$ cat config.mk
export PLATFORM = sky130hd
export DESIGN_NAME = time_set_ctrl
export DESIGN_NICKNAME = d
export VERILOG_FILES = /design/src/rtl/time_set_ctrl.sv
export SDC_FILE = /design/constraint.sdc
export NUM_CORES = 1
export LEC_CHECK = 0
export ABC_AREA = 0
export BUFFER_PORTS_ARGS = -buffer_cell sky130_fd_sc_hd__buf_2
export CAP_MARGIN = 20
export CORE_ASPECT_RATIO = 1.1
export CORE_MARGIN = 5
export CORE_UTILIZATION = 58
export CTS_CLUSTER_DIAMETER = 120
export DETAILED_ROUTE_END_ITERATION = 8
export PLACE_DENSITY = 0.86
export SLEW_MARGIN = 40
export SYNTH_ARGS = -nofsm -noshare
export SYNTH_HDL_FRONTEND = slang
export SYNTH_SLANG_ARGS = --single-unit
$ cat constraint.sdc
create_clock -name clk_i -period 1.9 [get_ports clk_i]
set_input_delay 0.285 -clock clk_i [delete_from_list [all_inputs] [get_ports clk_i]]
set_output_delay 0.285 -clock clk_i [all_outputs]
set_load 0.05 [all_outputs]
$ cat src/rtl/time_set_ctrl.sv
// rtl/time_set_ctrl.sv - button-driven HH:MM time/alarm setter feeding the clock load port
// Optional macro DEBOUNCE_EN inserts a per-button debounce counter ahead of edge detection.
module time_set_ctrl #(
`ifdef DEBOUNCE_EN
  parameter int DEBOUNCE_CYCLES = 4,
`endif
  parameter int TIMEOUT_CYCLES  = 30
) (
  input  logic       clk_i,
  input  logic       reset_i,
  input  logic       set_btn_i,
  input  logic       inc_btn_i,
  input  logic       dec_btn_i,
  input  logic       target_i,
  input  logic [1:0] cur_h1_i,
  input  logic [3:0] cur_h2_i,
  input  logic [3:0] cur_m1_i,
  input  logic [3:0] cur_m2_i,
  output logic [1:0] h_o1,
  output logic [3:0] h_o2,
  output logic [3:0] m_o1,
  output logic [3:0] m_o2,
  output logic       load_time_n_o,
  output logic       load_alarm_n_o,
  output logic       editing_o,
  output logic [1:0] field_o
);

  typedef enum logic [1:0] {S_IDLE, S_EDIT_HR, S_EDIT_MIN, S_COMMIT} state_t;

  localparam int TW = (TIMEOUT_CYCLES > 1) ? $clog2(TIMEOUT_CYCLES) : 1;
  localparam logic [TW-1:0] TO_LAST = TW'((TIMEOUT_CYCLES > 0) ? TIMEOUT_CYCLES - 1 : 0);

  state_t        r_state, w_next;
  logic [2:0]    w_btn, r_level, r_prev, w_edge;
  logic          w_set_e, w_inc_e, w_dec_e, w_any_e, w_up, w_dn, w_edit, w_to_hit;
  logic          w_cur_hr_ok, w_cur_min_ok;
  logic          r_target;
  logic [1:0]    r_h1, r_sh_h1;
  logic [3:0]    r_h2, r_m1, r_m2, r_sh_h2, r_sh_m1, r_sh_m2;
  logic [TW-1:0] r_to_cnt;
  logic          r_load_time_n, r_load_alarm_n;

  assign w_btn = {dec_btn_i, inc_btn_i, set_btn_i};

`ifdef DEBOUNCE_EN
  localparam int DW = (DEBOUNCE_CYCLES > 1) ? $clog2(DEBOUNCE_CYCLES) : 1;
  localparam logic [DW-1:0] DB_LAST = DW'((DEBOUNCE_CYCLES > 0) ? DEBOUNCE_CYCLES - 1 : 0);

  logic [2:0]    r_sample;
  logic [DW-1:0] r_db_cnt [3];

  // Level is accepted once the sampled value has differed from it for DEBOUNCE_CYCLES samples in a row.
  always_ff @(posedge clk_i or posedge reset_i) begin
    if (reset_i) begin
      r_sample <= '0;
      r_level  <= '0;
      for (int i = 0; i < 3; i++) r_db_cnt[i] <= '0;
    end else begin
      r_sample <= w_btn;
      for (int i = 0; i < 3; i++) begin
        if (r_sample[i] == r_level[i]) begin
          r_db_cnt[i] <= '0;
        end else if (r_db_cnt[i] == DB_LAST) begin
          r_level[i]  <= r_sample[i];
          r_db_cnt[i] <= '0;
        end else begin
          r_db_cnt[i] <= r_db_cnt[i] + 1'b1;
        end
      end
    end
  end
`else
  always_ff @(posedge clk_i or posedge reset_i) begin
    if (reset_i) r_level <= '0;
    else         r_level <= w_btn;
  end
`endif

  always_ff @(posedge clk_i or posedge reset_i) begin
    if (reset_i) r_prev <= '0;
    else         r_prev <= r_level;
  end

  assign w_edge   = r_level & ~r_prev;
  assign w_set_e  = w_edge[0];
  assign w_inc_e  = w_edge[1];
  assign w_dec_e  = w_edge[2];
  assign w_any_e  = |w_edge;
  assign w_up     = w_inc_e & ~w_dec_e & ~w_set_e;
  assign w_dn     = w_dec_e & ~w_inc_e & ~w_set_e;
  assign w_edit   = (r_state == S_EDIT_HR) || (r_state == S_EDIT_MIN);
  assign w_to_hit = (TIMEOUT_CYCLES != 0) && w_edit && !w_any_e && (r_to_cnt == TO_LAST);

  // Out-of-range clock digits are never copied into the edit registers.
  assign w_cur_hr_ok  = (cur_h2_i <= 4'd9) &&
                        ((cur_h1_i < 2'd2) || ((cur_h1_i == 2'd2) && (cur_h2_i <= 4'd3)));
  assign w_cur_min_ok = (cur_m1_i <= 4'd5) && (cur_m2_i <= 4'd9);

  function automatic logic [5:0] hr_step(input logic [5:0] h, input logic up);
    logic [1:0] t;
    logic [3:0] u;
    t = h[5:4];
    u = h[3:0];
    if (up) begin
      if (t == 2'd2 && u == 4'd3) begin t = 2'd0; u = 4'd0; end
      else if (u == 4'd9)         begin t = t + 2'd1; u = 4'd0; end
      else                        u = u + 4'd1;
    end else begin
      if (t == 2'd0 && u == 4'd0) begin t = 2'd2; u = 4'd3; end
      else if (u == 4'd0)         begin t = t - 2'd1; u = 4'd9; end
      else                        u = u - 4'd1;
    end
    return {t, u};
  endfunction

  function automatic logic [7:0] min_step(input logic [7:0] m, input logic up);
    logic [3:0] t;
    logic [3:0] u;
    t = m[7:4];
    u = m[3:0];
    if (up) begin
      if (u == 4'd9) begin
        u = 4'd0;
        t = (t == 4'd5) ? 4'd0 : t + 4'd1;
      end else u = u + 4'd1;
    end else begin
      if (u == 4'd0) begin
        u = 4'd9;
        t = (t == 4'd0) ? 4'd5 : t - 4'd1;
      end else u = u - 4'd1;
    end
    return {t, u};
  endfunction

  always_ff @(posedge clk_i or posedge reset_i) begin
    if (reset_i) r_state <= S_IDLE;
    else         r_state <= w_next;
  end

  always_comb begin
    w_next    = r_state;
    editing_o = 1'b0;
    field_o   = 2'd0;
    case (r_state)
      S_IDLE: begin
        if (w_set_e) w_next = S_EDIT_HR;
      end
      S_EDIT_HR: begin
        editing_o = 1'b1;
        field_o   = 2'd1;
        if (w_set_e)       w_next = S_EDIT_MIN;
        else if (w_to_hit) w_next = S_IDLE;
      end
      S_EDIT_MIN: begin
        editing_o = 1'b1;
        field_o   = 2'd2;
        if (w_set_e)       w_next = S_COMMIT;
        else if (w_to_hit) w_next = S_IDLE;
      end
      S_COMMIT: begin
        editing_o = 1'b1;
        w_next    = S_IDLE;
      end
      default: w_next = S_IDLE;
    endcase
  end

  always_ff @(posedge clk_i or posedge reset_i) begin
    if (reset_i) begin
      r_target       <= 1'b0;
      {r_h1, r_h2, r_m1, r_m2}             <= '0;
      {r_sh_h1, r_sh_h2, r_sh_m1, r_sh_m2} <= '0;
      r_to_cnt       <= '0;
      r_load_time_n  <= 1'b1;
      r_load_alarm_n <= 1'b1;
    end else begin
      case (r_state)
        S_IDLE: begin
          if (w_set_e) begin
            r_target <= target_i;
            if (target_i) begin
              {r_h1, r_h2, r_m1, r_m2} <= {r_sh_h1, r_sh_h2, r_sh_m1, r_sh_m2};
            end else begin
              {r_h1, r_h2} <= w_cur_hr_ok  ? {cur_h1_i, cur_h2_i} : 6'd0;
              {r_m1, r_m2} <= w_cur_min_ok ? {cur_m1_i, cur_m2_i} : 8'd0;
            end
          end
        end
        S_EDIT_HR: begin
          if (w_up || w_dn) {r_h1, r_h2} <= hr_step({r_h1, r_h2}, w_up);
        end
        S_EDIT_MIN: begin
          if (w_up || w_dn) {r_m1, r_m2} <= min_step({r_m1, r_m2}, w_up);
        end
        S_COMMIT: begin
          if (r_target) {r_sh_h1, r_sh_h2, r_sh_m1, r_sh_m2} <= {r_h1, r_h2, r_m1, r_m2};
        end
        default: ;
      endcase

      if (!w_edit || w_any_e || w_to_hit || (TIMEOUT_CYCLES == 0)) r_to_cnt <= '0;
      else                                                         r_to_cnt <= r_to_cnt + 1'b1;

      // Strobes are registered from the next state so they are low exactly while in COMMIT.
      r_load_time_n  <= !((w_next == S_COMMIT) && !r_target);
      r_load_alarm_n <= !((w_next == S_COMMIT) &&  r_target);
    end
  end

  assign h_o1           = r_h1;
  assign h_o2           = r_h2;
  assign m_o1           = r_m1;
  assign m_o2           = r_m2;
  assign load_time_n_o  = r_load_time_n;
  assign load_alarm_n_o = r_load_alarm_n;

endmodule

==> results of run 1 <==
routing by layer:
metal,track usage (%),share of wire (%),up-vias
met3,4.52,5.5,8
met2,34.2,48,79
met1,29.7,46,1326
met4,7.50,1.2,0
met5,0,0,-
li1,-,-,1276
cell families after synthesis:
family | synth area share, %
compound gates | 23.5
fa+ha+maj | 5.73
xor+xnor | 2.62
flops | 36.1
mux | 6.18
buf+inv | 5.85
simple gates | 20.0
path summary, 6_finish.rpt:
check                                startpoint                       end  slack (ns)  cells after the start
setup / recovery            h_o2[0]$_DFFE_PP0P_       h_o2[0]$_DFFE_PP0P_        0.06                      7
setup reg to reg            h_o2[0]$_DFFE_PP0P_       h_o2[0]$_DFFE_PP0P_        0.06                      7
min in group asynchronous               reset_i       h_o2[1]$_DFFE_PP0P_        0.54                      4
hold reg to reg            r_level[2]$_DFF_PP0_       r_prev[2]$_DFF_PP0_        0.42                      0
max in group asynchronous               reset_i  load_alarm_n_o$_DFF_PP1_        1.04                      4
hold / removal                        dec_btn_i      r_level[2]$_DFF_PP0_        0.08                      1
sequential cells by signal, indices dropped and copies added (netlist names), 3 cells and up:
name / flops
r_to_cnt: 5
m_o2: 4
r_sh_h2: 4
r_sh_m2: 4
r_prev: 3
r_level: 3
h_o2: 4
m_o1: 4
r_sh_m1: 4
per-stage QoR:
| stage | cell area (um^2) | worst slack (ns) |
|---|---|---|
| 5_1_grt | 3550 | -0.0363 |
| 2_1_floorplan | 3080 | -0.0116 |
| 3_5_place_dp | 3400 | 0.0721 |
| 6_report | 3550 | 0.0588 |
| 3_3_place_gp | 3400 | 0.132 |
| 4_1_cts | 3520 | 0.0492 |
area by class of cell:
cell class,instances,area share (%)
Clock buffer,5,1.94
Tap cell,58,2.04
Clock inverter,3,1.20
Inverter,15,1.59
Multi-Input combinational cell,241,51.3
Sequential cell,44,31.1
Timing Repair Buffer,63,10.8
cell usage after synthesis, drive strengths merged (5+ instances only):
library cell	count
ha	14
a21oi	9
o21ai	22
nand2	29
inv	15
xnor2	5
clkbuf	7
a221oi	5
nor3	5
a211oi	6
nor2	25
dfrtp	42
mux2	12
nand3	10
buf	14
nand2b	11
mux2i	5
worst max-delay path, delay by kind of cell, from the launching register on:
kind                     cells  cell delay, ns
AO/OA/AOI/OAI                3            0.55
adder cells (fa/ha/maj)      1            0.22
buffers and inverters        1            0.11
flip-flops                   1            0.42
AND/OR/NAND/NOR              2            0.47
power groups by stage:
| stage | Combinational (W) | Sequential (W) | Clock [W] |
|---|---|---|---|
| after floorplan | 0.00180 | 0.00183 | 0 |
| after global placement | 0.00275 | 0.00148 | 0 |
| after detailed placement | 0.00280 | 0.00150 | 0 |
| after CTS | 0.00283 | 0.00148 | 0.000743 |
| after global routing | 0.00316 | 0.00151 | 0.000785 |
| final | 0.00292 | 0.00148 | 0.000725 |
repair_timing:
item | CTS | global route
gates resized for setup | 0 | 7
hold buffers | 1 | 0
endpoints found under the hold margin | 13 | 0
setup endpoints to repair | 0 | 9
setup buffers | 0 | 1
==> impl_metrics.env, run 1 <==
export IMPL_synthToLayoutAreaGrowth_pct=16.2
export IMPL_fin_skew_ns=0.0142
export IMPL_grt_max_degree=25
export IMPL_die_x_um=79.2
export IMPL_synth_edf_count=0
export IMPL_final_net_count=404
export IMPL_clk_pin_slew_ns=0.09
export IMPL_avgViaCountPerCell=6.27
export IMPL_drtIter0Drc=229
export IMPL_die_area_mm2=0.00682
export IMPL_row_count=27
export IMPL_hold_path_class="in2reg"
export IMPL_clock_path_buffers=2
export IMPL_worstPathMaxFanout=4
export IMPL_drv_slew=0
export IMPL_antenna_found_initial=0
export IMPL_synth_seq_cells=44
export IMPL_path_class="reg2reg"
export IMPL_status="finished clean"
export IMPL_syn_area_per_cell_um2=9.52
export IMPL_ys_flop_type="dfrtp_1"
export IMPL_min_period_ns=1.84
export IMPL_p_seq_share_pct=28.9
export IMPL_critPathMaxStageDelay_ns=0.42
export IMPL_first_pass_iters=5
export IMPL_switchingPower_w=0.00242
export IMPL_synth_distinct_cells=77
export IMPL_syn_inst=321
export IMPL_fin_setup_tns_ns=0
export IMPL_startpoint_type="flop"
export IMPL_powerDensity_mw_per_mm2=1440
export IMPL_clk_latency_ns=0.31
export IMPL_yosysTopAreaCell="dfrtp_1"
export IMPL_dp_cells=419
export IMPL_cp_slowest_cell="dfrtp_2"
export IMPL_end_kind="flop"
export IMPL_clkPwrFrac_pct=14.2
export IMPL_max_freq_mhz=543
export IMPL_ios=39
export IMPL_drv_cap=0
export IMPL_grtUsageTotal_pct=21.7
export IMPL_gr_total_overflow=0
export IMPL_slew_headroom_pct=65.8
export IMPL_internal_power_w=0.00271
export IMPL_netlist_area_mm2=0.00306
export IMPL_dp_hpwl_um=5360
export IMPL_drcViolationCount=0
export IMPL_worstPathRequired_ns=2.14
export IMPL_cts_sinks=44
export IMPL_syn_nets=355
export IMPL_gp_congestion=0.935
export IMPL_fill_cells=392
export IMPL_regArea_mm2=0.00111
export IMPL_utilization_pct=70.1
export IMPL_final_common_cell="dfrtp_1"
export IMPL_netlist_area_leader_share_pct=34.4
export IMPL_p_leak_nw=1.58
export IMPL_diodes=0
export IMPL_holdWs_ns=0.0850
export IMPL_ir_drop_uv=750
export IMPL_setup_viol=0
export IMPL_finalPower_w=0.00512
export IMPL_core_mm2=0.00507
export IMPL_wl_um=7230
export IMPL_cts_max_level=2
export IMPL_multi_input_area_mm2=0.00182
export IMPL_period_share_pct=96.9
export IMPL_grt_pass1_wl_um=11700
export IMPL_worstPathCellList="inv_1, ha_2, or3b_4, a31o_1, nand2_1, o211ai_1, a41oi_2"
export IMPL_dr_total_vias=2689
export IMPL_die_h_um=86.1
export IMPL_grt_setup_unrepaired="yes"
export IMPL_ys_async_sr_fraction_pct=100
export IMPL_most_common_layout_cells="dfrtp_1 (40), buf_2 (37), nand2_1 (28)"
export IMPL_wl_per_cell_um=16.9
export IMPL_cts_buffers=5
export IMPL_stdcell_count=429
export IMPL_yosysWarningCount=0
export IMPL_root_buffer="clkbuf_8"
export IMPL_drtAntennaViolNets=0
export IMPL_drive_gt1_share_pct=29.4
export IMPL_grt_pass1_vias=2479
export IMPL_cts_tree="built"
export IMPL_switching_share_pct=47.2
export IMPL_finalHoldViolCount=0
export IMPL_pwr_share_comb_pct=57.0
export IMPL_io_buffers=38
export IMPL_worstPathArrival_ns=2.08
export IMPL_initial_core_util_pct=60.3
export IMPL_synth_yosys_seq_area_share_pct=36.1
export IMPL_worstMarginPinSlew_ns=0.514
export IMPL_synthTopCellsByArea="dfrtp_1 (34%), ha_1 (5.7%), nand2_1 (3.4%)"
Note: power is estimated with default switching activity, not from simulation.
==> run 2, diff against run 1 <==
- ABC_AREA: 0 -> 1
- BUFFER_PORTS_ARGS: -buffer_cell sky130_fd_sc_hd__buf_2 -> -buffer_cell sky130_fd_sc_hd__clkbuf_2
- SKIP_CTS_REPAIR_TIMING: default -> 1
==> run 2 against run 1 <==
Critical path depth shrank 3. Die area shrank 5.0%. Hold slack lost 0.0021 ns. Register-to-register slack gained 0.12 ns. Critical path type is now reg2out. Highest routed layer unchanged.
==> impl_metrics.env, run 2 <==
export IMPL_status="finished clean"
export IMPL_dpl_cell_area_mm2=0.00313
export IMPL_worstPathArrival_ns=1.55
export IMPL_first_pass_iters=5
export IMPL_synth_most_common_cell="nand2_1"
export IMPL_switchingPower_w=0.00260
export IMPL_ys_flop_type="dfrtp_1"
export IMPL_syn_area_per_cell_um2=7.02
export IMPL_stdcell_count=509
export IMPL_initial_core_util_pct=58.5
export IMPL_drtIter0Drc=196
export IMPL_finalInstanceArea_mm2=0.00326
export IMPL_clkPwrFrac_pct=14.7
export IMPL_worstPathMaxFanout=16
export IMPL_worstMarginPinSlew_ns=0.507
export IMPL_path_class="reg2out"
export IMPL_wl_um=6810
export IMPL_powerDensity_mw_per_mm2=1550
export IMPL_place_ws_ns=0.237
export IMPL_ys_async_sr_fraction_pct=100
export IMPL_synth_seq_cells=44
export IMPL_fin_setup_tns_ns=0
export IMPL_grt_max_degree=29
export IMPL_yosysWarningCount=0
export IMPL_drv_slew=0
export IMPL_die_x_um=77.2
export IMPL_ir_drop_uv=774
export IMPL_final_common_cell="nand2_1"
export IMPL_cts_buffers=5
export IMPL_drtAntennaViolNets=0
export IMPL_synth_yosys_seq_area_share_pct=38.3
export IMPL_grt_pass1_vias=2726
export IMPL_regMostFlops="r_to_cnt"
export IMPL_synth_edf_count=0
export IMPL_fin_ws_ns=0.0618
export IMPL_grt_pass1_wl_um=11700
export IMPL_internal_power_w=0.00244
export IMPL_final_net_count=484
export IMPL_pwr_share_comb_pct=54.8
export IMPL_io_buffers=38
export IMPL_wl_per_cell_um=13.4
export IMPL_min_period_ns=1.84
export IMPL_synthToLayoutAreaGrowth_pct=12.9
export IMPL_most_common_layout_cells="nand2_1 (139), dfrtp_1 (42), inv_1 (41)"
export IMPL_worstPathRequired_ns=1.62
export IMPL_die_h_um=84.0
export IMPL_grt_setup_unrepaired="yes"
export IMPL_period_share_pct=96.7
export IMPL_root_buffer="clkbuf_8"
export IMPL_dr_total_vias=2842
export IMPL_drcViolationCount=0
export IMPL_core_mm2=0.00493
export IMPL_cts_sinks=44
export IMPL_switching_share_pct=51.6
export IMPL_max_freq_mhz=544
export IMPL_syn_nets=445
export IMPL_synth_distinct_cells=31
export IMPL_fin_skew_ns=0.00751
export IMPL_yosysTopAreaCell="dfrtp_1"
export IMPL_dp_cells=500
export IMPL_synth_cells_most_frequent="nand2_1 (139), dfrtp_1 (42), inv_1 (42)"
export IMPL_hold_path_class="in2reg"
export IMPL_slew_headroom_pct=66.2
export IMPL_clk_latency_ns=0.30
export IMPL_avgViaCountPerCell=5.58
export IMPL_netlist_area_leader_share_pct=36.4
export IMPL_drv_cap=0
export IMPL_dp_hpwl_um=5140
export IMPL_ios=39
export IMPL_syn_inst=411
export IMPL_largest_reg_flops=5
export IMPL_clock_path_buffers=2
export IMPL_netlist_area_mm2=0.00288
export IMPL_antenna_found_initial=0
export IMPL_synthTopCellsByArea="dfrtp_1 (36%), nand2_1 (18%), nand3_1 (6.9%)"
export IMPL_clk_pin_slew_ns=0.08
export IMPL_cts_tree="built"
export IMPL_gr_total_overflow=0
export IMPL_cts_max_level=2
export IMPL_startpoint_type="flop"
export IMPL_p_seq_share_pct=30.5
export IMPL_setup_viol=0
export IMPL_gp_congestion=0.915
export IMPL_p_leak_nw=1.72
export IMPL_diodes=0
export IMPL_end_kind="output port"
export IMPL_drive_gt1_share_pct=16.0
export IMPL_row_count=27
export IMPL_finalHoldViolCount=0
export IMPL_grtUsageTotal_pct=21.8
export IMPL_die_area_mm2=0.00648
run 2: routing by layer:
layer  wire length (um)  GRT usage, %  vias to the layer above
li1                   -             -                     1390
met3                434          4.10                       22
met2               3450          37.4                      119
met4                160          9.06                        0
met5                  0             0                        -
met1               2770          26.3                     1311
run 2: logic make-up after synthesis:
group                    after synthesis  synth area share [%]
adder cells (fa/ha/maj)               14                  6.07
flip-flops                            44                  38.3
XOR/XNOR                               5                  1.52
AO/OA/AOI/OAI                         53                  9.89
AND/OR/NAND/NOR                      239                  36.1
buffers and inverters                 56                  8.16
run 2: layout make-up:
| class | instances | area, um^2 |
|---|---|---|
| Clock buffer | 5 | 68.8 |
| Clock inverter | 3 | 46.3 |
| Fill cell | 450 | 1680 |
| Inverter | 45 | 169 |
| Multi-Input combinational cell | 311 | 1550 |
| Sequential cell | 44 | 1100 |
| Tap cell | 58 | 72.6 |
| Timing Repair Buffer | 43 | 245 |
run 2: final timing paths:
check | from | end | slack [ns] | cells after the start
setup / recovery | r_state[0]$_DFF_PP0_ | field_o[1] | 0.06 | 4
hold / removal | inc_btn_i | r_level[1]$_DFF_PP0_ | 0.08 | 1
setup reg to reg | r_state[1]$_DFF_PP0_ | h_o1[0]$_DFFE_PP0P_ | 0.18 | 7
hold reg to reg | r_level[1]$_DFF_PP0_ | r_prev[1]$_DFF_PP0_ | 0.40 | 0
max in group asynchronous | reset_i | load_alarm_n_o$_DFF_PP1_ | 0.84 | 4
min in group asynchronous | reset_i | r_sh_m2[2]$_DFFE_PP0P_ | 0.51 | 3
run 2: power groups by stage:
stage,Sequential [W],Clock (W),Combinational (W)
floorplan,0.00181,0,0.00187
CTS,0.00153,0.000746,0.00274
detailed placement,0.00155,0,0.00271
global placement,0.00154,0,0.00265
global route,0.00158,0.000800,0.00308
finish,0.00154,0.000740,0.00276
run 2: metrics by stage:
| step | utilization (%) | hold slack, ns | power [W] |
|---|---|---|---|
| after floorplan | - | 0.316 | 0.00369 |
| after global placement | 63.4 | 0.327 | 0.00418 |
| after detailed placement | 63.4 | 0.336 | 0.00426 |
| after CTS | 65.8 | 0.00722 | 0.00502 |
| after global routing | 66.0 | 0.0763 | 0.00546 |
| final | 66.0 | 0.0828 | 0.00504 |
run 2: critical path, stage by stage, from the launching register on:
cell and delay (ns):
dfrtp_1 0.42, inv_1 0.15, ha_2 0.21, buf_4 0.21, clkbuf_4 0.27
